### src/rtl/adc_ltc2308_pkg.sv
// rtl/adc_ltc2308_pkg.sv - shared types, config constants and helpers for the LTC2308 scanner
package adc_ltc2308_pkg;

   typedef enum logic [2:0] {
      ST_IDLE,
      ST_CONV,
      ST_SHIFT,
      ST_GAP,
      ST_HOLD
   } state_t;

   localparam logic CFG_SE  = 1'b1;
   localparam logic CFG_SLP = 1'b0;

   // LTC2308 single-ended addressing interleaves the channel bits as {odd, sel1, sel0}
   function automatic logic [5:0] cfg_word(input logic [2:0] ch, input logic uni);
      return {CFG_SE, ch[0], ch[2], ch[1], uni, CFG_SLP};
   endfunction

   function automatic logic [2:0] lowest_ch(input logic [7:0] mask);
      logic [2:0] r;
      r = 3'd0;
      for (int i = 7; i >= 0; i--) begin
         if (mask[i]) r = 3'(i);
      end
      return r;
   endfunction

endpackage

### src/rtl/adc_ltc2308_scan_if.sv
// rtl/adc_ltc2308_scan_if.sv - valid/ready sample port of the LTC2308 scanner
interface adc_ltc2308_scan_if;
   logic [11:0] sample_data;
   logic [2:0]  sample_ch;
   logic        sample_last;
   logic        sample_valid;
   logic        sample_ready;

   modport master (
      output sample_data, sample_ch, sample_last, sample_valid,
      input  sample_ready
   );

   modport slave (
      input  sample_data, sample_ch, sample_last, sample_valid,
      output sample_ready
   );
endinterface

### src/rtl/adc_ltc2308_frame.sv
// rtl/adc_ltc2308_frame.sv - one CONVST + 12-bit SPI exchange with the LTC2308
module adc_ltc2308_frame #(
   parameter int SCK_HALF  = 2,
   parameter int TCONV_CYC = 80,
   parameter int CONVST_W  = 2
) (
   input  logic        clk,
   input  logic        reset_n,
   input  logic        go,
   input  logic [5:0]  cfg,
   input  logic        sdo,
   output logic        convst,
   output logic        sck,
   output logic        sdi,
   output logic [11:0] result,
   output logic        conv_end,
   output logic        done
);
   localparam int CW = $clog2(TCONV_CYC + 2 * SCK_HALF);

   logic          conv_act;
   logic          shift_act;
   logic [CW-1:0] cnt;
   logic [3:0]    bit_idx;
   logic [5:0]    cfg_sr;
   logic [11:0]   shreg;

   assign conv_end = conv_act && (cnt == CW'(TCONV_CYC - 1));
   assign done     = shift_act && (bit_idx == 4'd11) && (cnt == CW'(2 * SCK_HALF - 1));
   assign result   = shreg;

   always_ff @(posedge clk) begin
      if (!reset_n) begin
         conv_act  <= 1'b0;
         shift_act <= 1'b0;
         cnt       <= '0;
         bit_idx   <= '0;
         cfg_sr    <= '0;
         shreg     <= '0;
         convst    <= 1'b0;
         sck       <= 1'b0;
         sdi       <= 1'b0;
      end else if (go) begin
         conv_act  <= 1'b1;
         shift_act <= 1'b0;
         cnt       <= '0;
         convst    <= 1'b1;
         sck       <= 1'b0;
         sdi       <= 1'b0;
      end else if (conv_act) begin
         if (cnt == CW'(CONVST_W - 1)) convst <= 1'b0;
         if (conv_end) begin
            conv_act  <= 1'b0;
            shift_act <= 1'b1;
            cnt       <= '0;
            bit_idx   <= '0;
            cfg_sr    <= {cfg[4:0], 1'b0};
            sdi       <= cfg[5];
         end else begin
            cnt <= cnt + 1'b1;
         end
      end else if (shift_act) begin
         // sdo is taken on the same edge that raises sck; sdi only moves on the falling edge
         if (cnt == CW'(SCK_HALF - 1)) begin
            sck   <= 1'b1;
            shreg <= {shreg[10:0], sdo};
         end
         if (cnt == CW'(2 * SCK_HALF - 1)) begin
            cnt     <= '0;
            sck     <= 1'b0;
            bit_idx <= bit_idx + 4'd1;
            sdi     <= cfg_sr[5];
            cfg_sr  <= {cfg_sr[4:0], 1'b0};
            if (done) shift_act <= 1'b0;
         end else begin
            cnt <= cnt + 1'b1;
         end
      end
   end
endmodule

### src/rtl/adc_ltc2308_scan.sv
// rtl/adc_ltc2308_scan.sv - LTC2308 channel-mask scanner with sample register and sticky done irq
module adc_ltc2308_scan
   import adc_ltc2308_pkg::*;
#(
   parameter int SCK_HALF  = 2,
   parameter int TCONV_CYC = 80,
   parameter int CONVST_W  = 2,
   parameter int GAP_CYC   = 4
) (
   input  logic               clk,
   input  logic               reset_n,
   input  logic               start,
   input  logic               continuous,
   input  logic [7:0]         ch_mask,
   input  logic               uni,
   adc_ltc2308_scan_if.master sample,
   output logic               scan_done_irq,
   input  logic               irq_clear,
   output logic               busy,
   output logic               adc_convst,
   output logic               adc_sck,
   output logic               adc_sdi,
   input  logic               adc_sdo
);
   localparam int GW = (GAP_CYC > 1) ? $clog2(GAP_CYC) : 1;

   state_t        state, state_nx;
   logic          go, start_scan, conv_end, frame_end, gap_end, load;
   logic [GW-1:0] gap_cnt;
   logic [11:0]   result;
   logic          uni_q;
   logic [2:0]    first_ch, cfg_ch, conv_ch;
   logic [7:0]    cfg_left;
   logic          conv_valid, dummy, scan_over;

   adc_ltc2308_frame #(
      .SCK_HALF (SCK_HALF),
      .TCONV_CYC(TCONV_CYC),
      .CONVST_W (CONVST_W)
   ) u_frame (
      .clk     (clk),
      .reset_n (reset_n),
      .go      (go),
      .cfg     (cfg_word(cfg_ch, uni_q)),
      .sdo     (adc_sdo),
      .convst  (adc_convst),
      .sck     (adc_sck),
      .sdi     (adc_sdi),
      .result  (result),
      .conv_end(conv_end),
      .done    (frame_end)
   );

   assign busy    = (state != ST_IDLE);
   assign gap_end = (state == ST_GAP) && (gap_cnt == GW'(GAP_CYC - 1));
   assign load    = frame_end && conv_valid;

   always_ff @(posedge clk) begin
      if (!reset_n) state <= ST_IDLE;
      else          state <= state_nx;
   end

   always_comb begin
      state_nx   = state;
      go         = 1'b0;
      start_scan = 1'b0;
      case (state)
         ST_IDLE: if (start && ch_mask != 8'd0) begin
            start_scan = 1'b1;
            go         = 1'b1;
            state_nx   = ST_CONV;
         end
         ST_CONV:  if (conv_end)  state_nx = ST_SHIFT;
         ST_SHIFT: if (frame_end) state_nx = ST_GAP;
         ST_GAP: if (gap_end) begin
            if (!scan_over) begin
               if (sample.sample_valid) begin
                  state_nx = ST_HOLD;
               end else begin
                  go       = 1'b1;
                  state_nx = ST_CONV;
               end
            end else if (continuous && ch_mask != 8'd0) begin
               start_scan = 1'b1;
               go         = 1'b1;
               state_nx   = ST_CONV;
            end else begin
               state_nx = ST_IDLE;
            end
         end
         ST_HOLD: if (!sample.sample_valid) begin
            go       = 1'b1;
            state_nx = ST_CONV;
         end
         default: state_nx = ST_IDLE;
      endcase
   end

   // Each frame shifts the config for the next conversion; once the mask is exhausted
   // a dummy config (first channel) is sent so the final channel's result can be read.
   always_ff @(posedge clk) begin
      if (!reset_n) begin
         gap_cnt             <= '0;
         uni_q               <= 1'b0;
         first_ch            <= '0;
         cfg_ch              <= '0;
         conv_ch             <= '0;
         cfg_left            <= '0;
         conv_valid          <= 1'b0;
         dummy               <= 1'b0;
         scan_over           <= 1'b0;
         sample.sample_data  <= '0;
         sample.sample_ch    <= '0;
         sample.sample_last  <= 1'b0;
         sample.sample_valid <= 1'b0;
         scan_done_irq       <= 1'b0;
      end else begin
         gap_cnt <= (state == ST_GAP && !gap_end) ? gap_cnt + 1'b1 : '0;
         if (start_scan) begin
            uni_q      <= uni;
            first_ch   <= lowest_ch(ch_mask);
            cfg_ch     <= lowest_ch(ch_mask);
            cfg_left   <= ch_mask & ~(8'd1 << lowest_ch(ch_mask));
            conv_valid <= 1'b0;
            dummy      <= 1'b0;
            scan_over  <= 1'b0;
         end else if (frame_end) begin
            conv_ch    <= cfg_ch;
            conv_valid <= 1'b1;
            scan_over  <= conv_valid && dummy;
            if (cfg_left != 8'd0) begin
               cfg_ch   <= lowest_ch(cfg_left);
               cfg_left <= cfg_left & ~(8'd1 << lowest_ch(cfg_left));
               dummy    <= 1'b0;
            end else begin
               cfg_ch <= first_ch;
               dummy  <= 1'b1;
            end
         end
         if (load) begin
            sample.sample_data  <= result;
            sample.sample_ch    <= conv_ch;
            sample.sample_last  <= dummy;
            sample.sample_valid <= 1'b1;
         end else if (sample.sample_valid && sample.sample_ready) begin
            sample.sample_valid <= 1'b0;
         end
         if (load && dummy)  scan_done_irq <= 1'b1;
         else if (irq_clear) scan_done_irq <= 1'b0;
      end
   end
endmodule

### src/flat_wrapper.sv
// flat-port wrapper written by rule: the top's interface ports become plain ports
module adc_ltc2308_scan_flat import adc_ltc2308_pkg::*;
#(
   parameter int SCK_HALF  = 2,
   parameter int TCONV_CYC = 80,
   parameter int CONVST_W  = 2,
   parameter int GAP_CYC   = 4
)
  (clk, reset_n, start, continuous, ch_mask, uni, scan_done_irq, irq_clear, busy, adc_convst, adc_sck, adc_sdi, adc_sdo, sample_sample_data, sample_sample_ch, sample_sample_last, sample_sample_valid, sample_sample_ready);
  adc_ltc2308_scan_if sample_i ();
  input  logic clk;
  input  logic reset_n;
  input  logic start;
  input  logic continuous;
  input  logic [7:0] ch_mask;
  input  logic uni;
  output logic scan_done_irq;
  input  logic irq_clear;
  output logic busy;
  output logic adc_convst;
  output logic adc_sck;
  output logic adc_sdi;
  input  logic adc_sdo;
  output wire logic [$bits(sample_i.sample_data)-1:0] sample_sample_data;
  output wire logic [$bits(sample_i.sample_ch)-1:0] sample_sample_ch;
  output wire logic [$bits(sample_i.sample_last)-1:0] sample_sample_last;
  output wire logic [$bits(sample_i.sample_valid)-1:0] sample_sample_valid;
  input wire logic [$bits(sample_i.sample_ready)-1:0] sample_sample_ready;
  assign sample_sample_data = sample_i.sample_data;
  assign sample_sample_ch = sample_i.sample_ch;
  assign sample_sample_last = sample_i.sample_last;
  assign sample_sample_valid = sample_i.sample_valid;
  assign sample_i.sample_ready = sample_sample_ready;
  adc_ltc2308_scan #(.SCK_HALF(SCK_HALF), .TCONV_CYC(TCONV_CYC), .CONVST_W(CONVST_W), .GAP_CYC(GAP_CYC)) u_core (.clk(clk), .reset_n(reset_n), .start(start), .continuous(continuous), .ch_mask(ch_mask), .uni(uni), .sample(sample_i), .scan_done_irq(scan_done_irq), .irq_clear(irq_clear), .busy(busy), .adc_convst(adc_convst), .adc_sck(adc_sck), .adc_sdi(adc_sdi), .adc_sdo(adc_sdo));
endmodule
### config.mk
export PLATFORM = sky130hd
export DESIGN_NAME = adc_ltc2308_scan_flat
export DESIGN_NICKNAME = d
export VERILOG_FILES = /design/src/rtl/adc_ltc2308_pkg.sv /design/src/rtl/adc_ltc2308_scan_if.sv /design/src/rtl/adc_ltc2308_frame.sv /design/src/rtl/adc_ltc2308_scan.sv /design/src/flat_wrapper.sv
export SDC_FILE = /design/constraint.sdc
export NUM_CORES = 1
export LEC_CHECK = 0
export ABC_AREA = 1
export CAP_MARGIN = 20
export CORE_ASPECT_RATIO = 1.4
export CORE_MARGIN = 5
export CORE_UTILIZATION = 45
export CTS_CLUSTER_DIAMETER = 120
export DETAILED_ROUTE_END_ITERATION = 10
export PLACE_DENSITY = 0.66
export RECOVER_POWER = 100
export SYNTH_ARGS = -nofsm -noshare
export SYNTH_HDL_FRONTEND = slang
export SYNTH_SLANG_ARGS = --single-unit
export TNS_END_PERCENT = 1
### constraint.sdc
create_clock -name clk -period 1.55 [get_ports clk]
set_clock_uncertainty 0.05 [all_clocks]
set_input_delay 0.31 -clock clk [delete_from_list [all_inputs] [get_ports clk]]
set_output_delay 0.31 -clock clk [all_outputs]
set_load 0.1 [all_outputs]
==> summary.txt <==
Timing
  • Post-layout min period: about 1.7 ns
  • Final hold violation count: 0
  • F_max: between 500 and 600 MHz
  • Relative slew slack: 65.2%
  • Final WS setup: -0.137 ns
  • Slew Limit Fails: 0
  • Final Setup Violations: 35
  • Worst slew pin tran: ~0.52 ns
  • RSZ-0062 raised after global routing: true
  • Post-route clock period utilization: 109%

Setup path
  • Worst-path cell chain: nor2_4, inv_2, nor2_4, clkinvlp_4, buf_12
  • CP Launch Type: flop
  • Worst-path fanout max: 5
  • Worst Path Required: between 1 and 1.5 ns
  • Critical path's slowest cell: dfxtp_4
  • Worst Setup Path Type: flop to primary output
  • Worst path most repeated cell: nor2_4
  • CP max stage delay: between 0.3 and 0.4 ns
  • CP endpoint kind: primary output
  • Arr. time, crit path: between 1 and 1.5 ns

Synth
  • Area leader, netlist: dfxtp_1
  • Post-synthesis sequential area ratio: ~41%
  • Synth Warn #: 0
  • Post-synth ARST share: 0%
  • Seq cells post-synth: 76
  • Post-Syn Area: about 3700 um2
  • Synth area leaders: dfxtp_1, nand2_1, nor2_1
  • Synth Net Count: 535
  • Number of library cell types mapped by synthesis: 39
  • Yosys top cell area share: about two fifths
  • Prevailing post-synth register cell: dfxtp_1
  • Post-Syn Area per Cell: around 7 um2
  • Synth Instances: 515
  • EDFF count, synth: 0

Route
  • Final WL: 9140 um
  • First drt pass iteration count: 4
  • Routed wire length per instance: 12.7 um
  • Detailed-route DRC error count: 0
  • 1st-iter DRT viols: ~220
  • Vias: roughly 3600
  • Antenna-violating nets left: 0
  • Via/cell ratio: between 4 and 5

Floorplan
  • Ports: 38
  • Die area: approximately 10000 um2
  • Core Box Area: approximately 8000 um2
  • Die W: approximately 86 um
  • # rows: 39
  • Die H: 117 um
  • Initial Util: a little under half

Layout
  • Area Overhead vs Synth: 37.3%
  • Final Util: roughly 63%
  • Cell area after layout: about 5000 um2
  • FILL cells: between 700 and 800
  • Share of cells above drive strength 1: roughly 28%
  • Diode count: 0
  • Layout Nets: around 640

Power
  • Sequential power share: between 30% and 40%
  • P_leak: 0.00241 uW
  • Clk pwr share: 32.1%
  • Pint: 4200 uW
  • Net Switching: around 2200 uW
  • Logic pwr share: approximately a third
  • PD cells: about 1300 nW/um2
  • Switching Share: between 30% and 40%
  • Maximum VDD drop: slightly above 0.0009 V

Clocking
  • Max Buffers Root-to-Sink: 2
  • Worst-path clk slew: 0.05 ns
  • Clk_lat worst skew: 0.33 ns
  • Clk root buf: clkbuf_16
  • Hold_buf cts: 0
  • CTS H-tree lvls: 3
  • CTS tree: built
  • Clock sinks: 76
  • Inserted Clock Buffers: 9

GRT
  • Met3 GRT Util: under 10%
  • Met1 Use GR: approximately 20%
  • GRT Overall Usage: between 10% and 20%
  • Initial antenna violation count: 0
  • Pin count of the biggest net entering global routing: 32
  • Global-route wire length before repair: about 15000 um
  • Overflow after GRT: 0
  • Met2 usage: between 30% and 40%
  • GRT Max-Usage Layer: met2
  • Vias in the first global route: between 3000 and 4000

Placed design
  • Placed Area: approximately 4800 um2
  • Routability cong.: between 0.8 and 0.9
  • Pre-CTS setup slack: -0.509 ns
  • DP Wirelength: roughly 6600 um
  • I/O Buffers: 37

Hold path
  • Hold Crit Class: input port to flop

Job
  • Max cap viols: 0

Outcome
  • Status: finished, violations left
  • Violated checks: setup timing
==> kinds of logic after synthesis <==
| logic type | share of synthesized area, % |
|---|---|
| adder cells (fa/ha/maj) | 1.36 |
| AND/OR/NAND/NOR | 35.2 |
| flip-flops | 41.4 |
| AO/OA/AOI/OAI | 10.4 |
| buffers and inverters | 9.68 |
| XOR/XNOR | 1.91 |
==> path summary, 6_finish.rpt <==
| check | startpoint | endpoint | cells past startpoint | slack, ns |
|---|---|---|---|---|
| max reg2reg | u_core.u_frame.cnt[1] | u_core.u_frame.result[9] | 9 | -0.10 |
| min | ch_mask[3] | u_core.cfg_left[3] | 4 | 0.32 |
| min reg2reg | u_core.gap_cnt[0] | u_core.gap_cnt[0] | 1 | 0.38 |
| max | u_core.state[0] | busy | 5 | -0.14 |
==> synthesized netlist by cell type, types with 2 or more instances <==
library cell and count:
clkbuf_1 5, buf_2 4, o21ai_0 30, nor2_1 91
inv_1 64, nand3_1 34, o21a_1 2, o211ai_1 3
ha_1 4, inv_2 5, dfxtp_1 76, nand3b_1 2
nand3_2 3, inv_4 2, nand2_1 108, nand2_4 2
a21oi_1 24, nand2_2 6, nand3_4 3, buf_6 3
nand4_1 9, nor3_1 4, xnor2_1 3, xor2_1 5
nor2_4 6, nor2_2 4
==> state kept, by name, indices dropped and copies added (netlist names), 4 cells and up <==
register and cells:
u_core.cfg_left 8, u_core.sample.sample_data 12, u_core.u_frame.bit_idx 4, u_core.u_frame.cfg_sr 4
u_core.u_frame.cnt 7, u_core.u_frame.result 12
==> stage by stage <==
step           power [uW]  instances  setup TNS [ns]  hold slack (ns)
2_1_floorplan        3530        515           -3.04            0.348
3_3_place_gp         4160        700          -19.71            0.357
3_5_place_dp         4200        700          -23.78            0.370
4_1_cts              6360        718           -2.75            0.378
5_1_grt              6730        721           -8.40            0.352
6_report             6400        721           -2.07            0.317
==> layout by cell type, fill, tap and decap left out, types with 3 or more instances in the layout <==
cell type,instances
a21oi_1,23
buf_12,3
buf_4,57
buf_6,4
clkbuf_16,9
clkbuf_4,22
clkdlybuf4s50_1,8
dfxtp_1,68
dfxtp_2,7
dlygate4sd2_1,3
dlymetal6s2s_1,4
inv_1,61
inv_2,4
inv_4,4
nand2_1,99
nand2_2,12
nand2_4,5
nand3_1,33
nand3_2,3
nand3_4,6
nand4_1,9
nor2_1,81
nor2_2,12
nor2_4,8
nor3_1,4
o211ai_1,3
o21ai_0,27
o21ai_1,4
xnor2_1,3
xor2_1,5
==> area by class of cell <==
cell class,count,area [um2],share of cell area (%)
clock buffer,12,256,5.09
inverter,71,285,5.66
tap,102,128,2.53
multi-input combinational,356,1940,38.6
clock inverter,2,35.0,0.695
timing repair buffer,102,860,17.0
sequential,76,1530,30.4
==> timing repair <==
item	in CTS	in global routing
cloned	1	1
pin swaps	15	20
endpoints found under the setup margin	68	74
buffers inserted	3	2
resized for setup	23	34
==> metal layers <==
metal  vias to the layer above  routed length (um)
met3                        21                 328
met1                      1629                3780
li1                       1836                   -
met5                         -                   0
met4                         0                 272
met2                        66                4760
==> critical path, delay by kind of cell (launching register included) <==
| family | cells | cell delay [ns] |
|---|---|---|
| buffers and inverters | 3 | 0.38 |
| DFF | 1 | 0.36 |
| and+or+nand+nor | 2 | 0.25 |
==> power by group through the flow <==
stage               Sequential [uW]  Combinational [uW]  Clock [uW]
finish                         2240                2110        2060
CTS                            2230                2030        2100
floorplan                      2300                1220           0
detailed placement             2260                1940           0
global placement               2250                1910           0
global route                   2250                2300        2180
(Power assumes the default switching activity.)
